<file path="src/rtl/loader_pkg.sv">
// Shared types and constants for the instruction loader and its byte assembler.
package loader_pkg;

    typedef enum logic [1:0] {
        IDLE  = 2'd0,
        LOAD  = 2'd1,
        WRITE = 2'd2,
        DONE  = 2'd3
    } state_e;

    localparam int BYTES_PER_WORD = 4;
    localparam int CNT_WIDTH      = $clog2(BYTES_PER_WORD);

endpackage

</file>
<file path="src/rtl/instruction_loader_if.sv">
// Host-side byte stream and instruction-memory write port of the loader.
// The master is the host/boot side; the slave is the loader itself.
interface instruction_loader_if #(
    parameter int LEN_WIDTH = 4
);
    logic                 Start;
    logic [LEN_WIDTH-1:0] Length;
    logic [7:0]           ByteIn;
    logic                 ByteValid;
    logic                 ByteReady;
    logic                 WriteEnable;
    logic [31:0]          WriteAddress;
    logic [31:0]          WriteData;
    logic                 Busy;
    logic                 Done;
    logic                 Error;

    modport master (
        output Start, Length, ByteIn, ByteValid,
        input  ByteReady, WriteEnable, WriteAddress, WriteData, Busy, Done, Error
    );

    modport slave (
        input  Start, Length, ByteIn, ByteValid,
        output ByteReady, WriteEnable, WriteAddress, WriteData, Busy, Done, Error
    );
endinterface

</file>
<file path="src/rtl/byte_assembler.sv">
// Collects little-endian bytes into a 32-bit word. `word` already includes the
// byte offered this cycle, so the caller can capture a complete word on the
// same edge that accepts its last byte.
module byte_assembler
    import loader_pkg::*;
(
    input  logic        clk,
    input  logic        reset_n,
    input  logic        clear,
    input  logic        accept,
    input  logic [7:0]  ByteIn,
    output logic [31:0] word,
    output logic        word_full
);

    logic [CNT_WIDTH-1:0] cnt_q, cnt_d;
    logic [23:0]          shift_q, shift_d;   // last three accepted bytes

    // Bytes enter at the top and move down, so the first byte ends up in the LSB.
    assign word      = {ByteIn, shift_q};
    assign word_full = accept && (cnt_q == CNT_WIDTH'(BYTES_PER_WORD - 1));

    // Next byte count and shift contents.
    always_comb begin
        // NOTE: every output of a combinational block gets a default first, so no path leaves it unassigned and no latch is inferred.
        cnt_d   = cnt_q;
        shift_d = shift_q;
        if (clear) begin
            cnt_d = '0;
        end else if (accept) begin
            cnt_d   = cnt_q + CNT_WIDTH'(1);
            shift_d = word[31:8];
        end
    end

    // Byte count and shift register, synchronous active-low reset.
    always_ff @(posedge clk) begin
        // NOTE: sequential state uses non-blocking assignments so every register samples pre-edge values.
        if (!reset_n) begin
            cnt_q   <= '0;
            shift_q <= '0;
        end else begin
            cnt_q   <= cnt_d;
            shift_q <= shift_d;
        end
    end

endmodule

</file>
<file path="src/rtl/instruction_loader.sv">
// Program loader: turns a byte stream into 32-bit words written to consecutive
// instruction-memory word addresses. Outputs are registered or decoded from the
// state register, so no input reaches an output combinationally.
module instruction_loader
    import loader_pkg::*;
#(
    parameter int DEPTH     = 8,
    parameter int LEN_WIDTH = 4
) (
    input  logic                 clk,
    input  logic                 reset_n,
    instruction_loader_if.slave  bus
);

    state_e               state_q, state_d;
    logic [LEN_WIDTH-1:0] idx_q, idx_d;       // word index of the word being assembled
    logic [LEN_WIDTH-1:0] len_q, len_d;       // latched word count
    logic [31:0]          addr_q, addr_d;
    logic [31:0]          data_q, data_d;
    logic                 error_q, error_d;

    logic                 asm_clear;
    logic                 asm_accept;
    logic                 asm_full;
    logic [31:0]          asm_word;
    logic                 len_ok;

    assign len_ok = (bus.Length != '0) && (bus.Length <= LEN_WIDTH'(DEPTH));

    byte_assembler u_asm (
        .clk       (clk),
        .reset_n   (reset_n),
        .clear     (asm_clear),
        .accept    (asm_accept),
        .ByteIn    (bus.ByteIn),
        .word      (asm_word),
        .word_full (asm_full)
    );

    // Next state, counters and captured write word/address.
    always_comb begin
        state_d    = state_q;
        idx_d      = idx_q;
        len_d      = len_q;
        addr_d     = addr_q;
        data_d     = data_q;
        error_d    = 1'b0;
        asm_clear  = 1'b0;
        asm_accept = 1'b0;
        case (state_q)
            IDLE: begin
                if (bus.Start) begin
                    if (len_ok) begin
                        len_d     = bus.Length;
                        idx_d     = '0;
                        asm_clear = 1'b1;
                        state_d   = LOAD;
                    end else begin
                        error_d = 1'b1;
                    end
                end
            end
            LOAD: begin
                asm_accept = bus.ByteValid;
                if (asm_full) begin
                    addr_d  = 32'(idx_q);
                    data_d  = asm_word;
                    state_d = WRITE;
                end
            end
            WRITE: begin
                idx_d     = idx_q + LEN_WIDTH'(1);
                asm_clear = 1'b1;
                state_d   = (idx_d == len_q) ? DONE : LOAD;
            end
            DONE:    state_d = IDLE;
            default: state_d = IDLE;
        endcase
    end

    // State and output registers, synchronous active-low reset.
    always_ff @(posedge clk) begin
        if (!reset_n) begin
            state_q <= IDLE;
            idx_q   <= '0;
            len_q   <= '0;
            addr_q  <= '0;
            data_q  <= '0;
            error_q <= 1'b0;
        end else begin
            state_q <= state_d;
            idx_q   <= idx_d;
            len_q   <= len_d;
            addr_q  <= addr_d;
            data_q  <= data_d;
            error_q <= error_d;
        end
    end

    assign bus.ByteReady    = (state_q == LOAD);
    assign bus.WriteEnable  = (state_q == WRITE);
    assign bus.Busy         = (state_q == LOAD) || (state_q == WRITE);
    assign bus.Done         = (state_q == DONE);
    assign bus.Error        = error_q;
    assign bus.WriteAddress = addr_q;
    assign bus.WriteData    = data_q;

endmodule

</file>
<file path="src/flat_wrapper.sv">
// flat-port wrapper written by rule: the top's interface ports become plain ports
module instruction_loader_flat import loader_pkg::*;
#(
    parameter int DEPTH     = 8,
    parameter int LEN_WIDTH = 4
)
  (clk, reset_n, bus_Start, bus_Length, bus_ByteIn, bus_ByteValid, bus_ByteReady, bus_WriteEnable, bus_WriteAddress, bus_WriteData, bus_Busy, bus_Done, bus_Error);
  instruction_loader_if #(.LEN_WIDTH(LEN_WIDTH)) bus_i ();
  input  logic clk;
  input  logic reset_n;
  input wire logic [$bits(bus_i.Start)-1:0] bus_Start;
  input wire logic [$bits(bus_i.Length)-1:0] bus_Length;
  input wire logic [$bits(bus_i.ByteIn)-1:0] bus_ByteIn;
  input wire logic [$bits(bus_i.ByteValid)-1:0] bus_ByteValid;
  output wire logic [$bits(bus_i.ByteReady)-1:0] bus_ByteReady;
  output wire logic [$bits(bus_i.WriteEnable)-1:0] bus_WriteEnable;
  output wire logic [$bits(bus_i.WriteAddress)-1:0] bus_WriteAddress;
  output wire logic [$bits(bus_i.WriteData)-1:0] bus_WriteData;
  output wire logic [$bits(bus_i.Busy)-1:0] bus_Busy;
  output wire logic [$bits(bus_i.Done)-1:0] bus_Done;
  output wire logic [$bits(bus_i.Error)-1:0] bus_Error;
  assign bus_i.Start = bus_Start;
  assign bus_i.Length = bus_Length;
  assign bus_i.ByteIn = bus_ByteIn;
  assign bus_i.ByteValid = bus_ByteValid;
  assign bus_ByteReady = bus_i.ByteReady;
  assign bus_WriteEnable = bus_i.WriteEnable;
  assign bus_WriteAddress = bus_i.WriteAddress;
  assign bus_WriteData = bus_i.WriteData;
  assign bus_Busy = bus_i.Busy;
  assign bus_Done = bus_i.Done;
  assign bus_Error = bus_i.Error;
  instruction_loader #(.DEPTH(DEPTH), .LEN_WIDTH(LEN_WIDTH)) u_core (.clk(clk), .reset_n(reset_n), .bus(bus_i));
endmodule
</file>
<file path="config.mk">
export PLATFORM = sky130hd
export DESIGN_NAME = instruction_loader_flat
export DESIGN_NICKNAME = d
export VERILOG_FILES = /design/src/rtl/loader_pkg.sv /design/src/rtl/instruction_loader_if.sv /design/src/rtl/byte_assembler.sv /design/src/rtl/instruction_loader.sv /design/src/flat_wrapper.sv
export SDC_FILE = /design/constraint.sdc
export NUM_CORES = 1
export LEC_CHECK = 0
export BUFFER_PORTS_ARGS = -buffer_cell sky130_fd_sc_hd__buf_2
export CELL_PAD_IN_SITES_DETAIL_PLACEMENT = 1
export CELL_PAD_IN_SITES_GLOBAL_PLACEMENT = 2
export CORE_MARGIN = 2
export CORE_UTILIZATION = 31
export CTS_BUF_LIST = sky130_fd_sc_hd__clkbuf_4
export DETAILED_ROUTE_END_ITERATION = 8
export PLACE_DENSITY = 0.87
export SYNTH_ARGS = -nofsm -noshare
export SYNTH_HDL_FRONTEND = slang
export SYNTH_SLANG_ARGS = --single-unit
</file>
<file path="constraint.sdc">
create_clock -name clk -period 2.6 [get_ports clk]
set_clock_uncertainty 0.1 [all_clocks]
set_input_delay 0.39 -clock clk [delete_from_list [all_inputs] [get_ports clk]]
set_output_delay 0.39 -clock clk [all_outputs]
set_load 0.01 [all_outputs]
</file>
==> results.py <==
metrics = {
    "sta": {
        "finalMaxSlewViolations": 0,
        "tightest_slew_ps": 712.4,
        "fin_setup_tns_ps": 0,
        "fin_crit_ps": 2109,
        "setup_viol": 0,
        "finalCritPeriodShare_pct": 81.12,
        "slew_headroom_pct": 52.10,
        "fmax_mhz": 474.1,
        "hold_viol_final": 0,
        "rsz0062_at_grt": "false",
    },
    "cts": {
        "cts_root_buffer": "clkbuf_4",
        "cts_hold_buf": 0,
        "clockBufferDepth": 2,
        "htreeDepth": 3,
        "clk_pin_slew_ps": 130,
        "clkSinkCount": 73,
        "cts_resized": 0,
        "tritoncts.num_buffers": 9,
        "cts_tree": "done",
        "clock_latency_ps": 440,
        "cts_setup_buffers": 0,
    },
    "logic_synthesis": {
        "avgSynthCellArea_sq_um": 8.229,
        "yosysSeqAreaShare_pct": 47.23,
        "netlist.area_leader.share_pct": 47.23,
        "synth_area_leaders": "dfxtp_1 47%, nand2_1 12%, buf_4 6.8%",
        "yosysWarnings": 0,
        "syn_inst": 376,
        "synth-seq-cells": 73,
        "yosysTopAreaCell": "dfxtp_1",
        "synth.distinct_cells": 41,
        "mappedNetlistArea_sq_um": 3094,
    },
    "finish": {
        "final_common_cell": "nand2_1",
        "fill_cells": 1215,
        "diodes": 0,
        "nets": 447,
        "drive_gt1_share_pct": 18.88,
        "post-route-util_pct": 35.96,
        "finalNonFillerCells": 562,
        "final_cell_mix": "103 x nand2_1, 73 x dfxtp_1, 56 x buf_2",
        "postLayoutCellArea_sq_um": 3498,
        "area_growth_syn_to_layout_pct": 13.06,
    },
    "worst_setup_path": {
        "critical_path_arrival_ps": 2360,
        "startpoint_type": "register",
        "endpoint_kind": "register",
        "r2r-end": "u_core.state_q[1]",
        "rrSetupSlack_ps": 490,
        "critPathMaxFanout": 7,
        "r2r-start": "u_core.state_q[0]",
        "critical_path_class": "register to register",
        "cp.required_ps": 2850,
        "worst-r2r-cell-count": 6,
    },
    "floorplan": {
        "core_area_sq_um": 9729,
        "initial_core_util_pct": 31.80,
        "dieWidth_um": 103.9,
        "num_rows": 36,
        "die_y_um": 103.9,
        "dieArea_sq_um": 10800,
        "design.portCount": 85,
    },
    "pwr": {
        "p_leak_uw": 0.001398,
        "p_per_area_nw_per_um2": 625.5,
        "comb_power_share_pct": 13.7,
        "switchingPower_uw": 635.5,
        "p_seq_share_pct": 53.7,
        "p_clk_share_pct": 32.6,
        "p_sw_share_pct": 29.04,
        "finalPower_uw": 2188,
        "intPower_uw": 1553,
        "vdd_drop_max_mv": 0.2561,
    },
    "run_status": {
        "status": "finished clean",
    },
    "global_routing": {
        "grt_pass1_vias": 2429,
        "groute.usage.overall_pct": 13.96,
        "grt_overflow": 0,
        "antenna_found_initial": 0,
        "grt_max_degree": 51,
        "grt_pass1_wl_mm": 11.93,
    },
    "place": {
        "dp_hpwl_mm": 5.008,
        "place_area_sq_um": 3364,
        "post-place-cells": 546,
        "gp_congestion": 0.7566,
        "io_buffer_count": 56,
    },
    "routing": {
        "dr.pass1.iters": 4,
        "wirelength_mm": 7.320,
        "routedWlPerCell_um": 13.02,
        "drc_errors": 0,
        "vias_per_cell": 4.495,
        "drtIter0Drc": 103,
        "vias": 2526,
        "ant_nets": 0,
    },
    "worst_hold_path": {
        "hold-path-cell-count": 3,
        "holdCritPathClass": "input port to register",
        "min_from": "bus_ByteIn[4]",
        "min_to": "u_core.u_asm.shift_q[20]",
    },
    "flow_run": {
        "cap_violations": 0,
    },
}
==> worst max-delay path, stage by stage, from the launching register on <==
cell and delay (ps):
dfxtp_1 430, inv_1 110, ha_1 280, and2b_2 230
a2111oi_2 520, mux2i_1 140, a32o_1 210
==> power by group through the flow <==
stage | clock network (uW) | registers, uW | logic, uW
CTS | 742 | 1180 | 302
finish | 714 | 1180 | 299
detailed placement | 0 | 1200 | 301
floorplan | 0 | 1190 | 266
global placement | 0 | 1200 | 292
global route | 785 | 1180 | 332
==> state kept, by name, indices dropped and copies added, names as in the netlist <==
name / flops
u_core.bus.Error: 1
u_core.bus.WriteAddress: 4
u_core.bus.WriteData: 32
u_core.idx_q: 4
u_core.len_q: 4
u_core.state_q: 2
u_core.u_asm.cnt_q: 2
u_core.u_asm.shift_q: 24
==> how the worst max path moves through the flow <==
| stage | from | to | cells past startpoint |
|---|---|---|---|
| finish | u_core.state_q[0] | u_core.state_q[1] | 6 |
| global route | u_core.state_q[0] | u_core.state_q[1] | 6 |
| CTS | u_core.state_q[0] | u_core.state_q[1] | 6 |
| detailed placement | bus_Length[3] | u_core.idx_q[2] | 5 |
| global placement | bus_Length[3] | u_core.u_asm.shift_q[4] | 6 |
| floorplan | u_core.state_q[0] | u_core.state_q[1] | 6 |
==> synthesized netlist by cell type (all sizes together) <==
cell type,number
dfxtp,73
clkinv,1
mux2i,5
and2,1
a21oi,38
nand3,27
a32o,1
clkbuf,19
nor2,6
inv,3
a311oi,2
nor3,3
xor2,5
nand2,103
a21o,1
nor2b,2
o21ai,30
buf,32
xnor2,2
and2b,1
conb,1
or4,1
nand2b,2
nor4,1
or2b,1
ha,7
a2111oi,1
a21boi,1
o311a,1
a211oi,2
and3,2
o31ai,1
==> kinds of logic after synthesis <==
group / after synthesis / share of synthesized area (%)
other cells: 1 / 0.1212
buf+inv: 55 / 11.44
flops: 73 / 47.23
xor+xnor: 7 / 1.981
fa+ha+maj: 7 / 2.830
compound gates: 78 / 14.15
simple gates: 150 / 20.62
mux: 5 / 1.618
==> stage by stage <==
step,hold WS [ps],setup slack (ps)
after global placement,342.1,570.3
after detailed placement,345.8,448.3
after floorplan,332.1,695.1
after CTS,48.47,473.7
after global routing,68.50,374.4
final,76.02,490.9
==> area by class of cell <==
class	instances	area, sq um	share of cell area [%]
Clock buffer	10	75.07	2.146
Clock inverter	6	58.81	1.681
Inverter	4	15.01	0.4292
Multi-Input combinational cell	275	1391	39.77
Sequential cell	73	1461	41.77
Tap cell	133	166.4	4.757
Timing Repair Buffer	61	330.3	9.442
==> layer usage <==
| layer | track usage, % | up-vias | wire length, um |
|---|---|---|---|
| met5 | 0 | - | 0 |
| li1 | - | 1289 | - |
| met3 | 4.073 | 8 | 353 |
| met4 | 6.660 | 0 | 147 |
| met2 | 23.21 | 58 | 3423 |
| met1 | 16.54 | 1171 | 3395 |
Note: power is estimated with default switching activity, not from simulation.
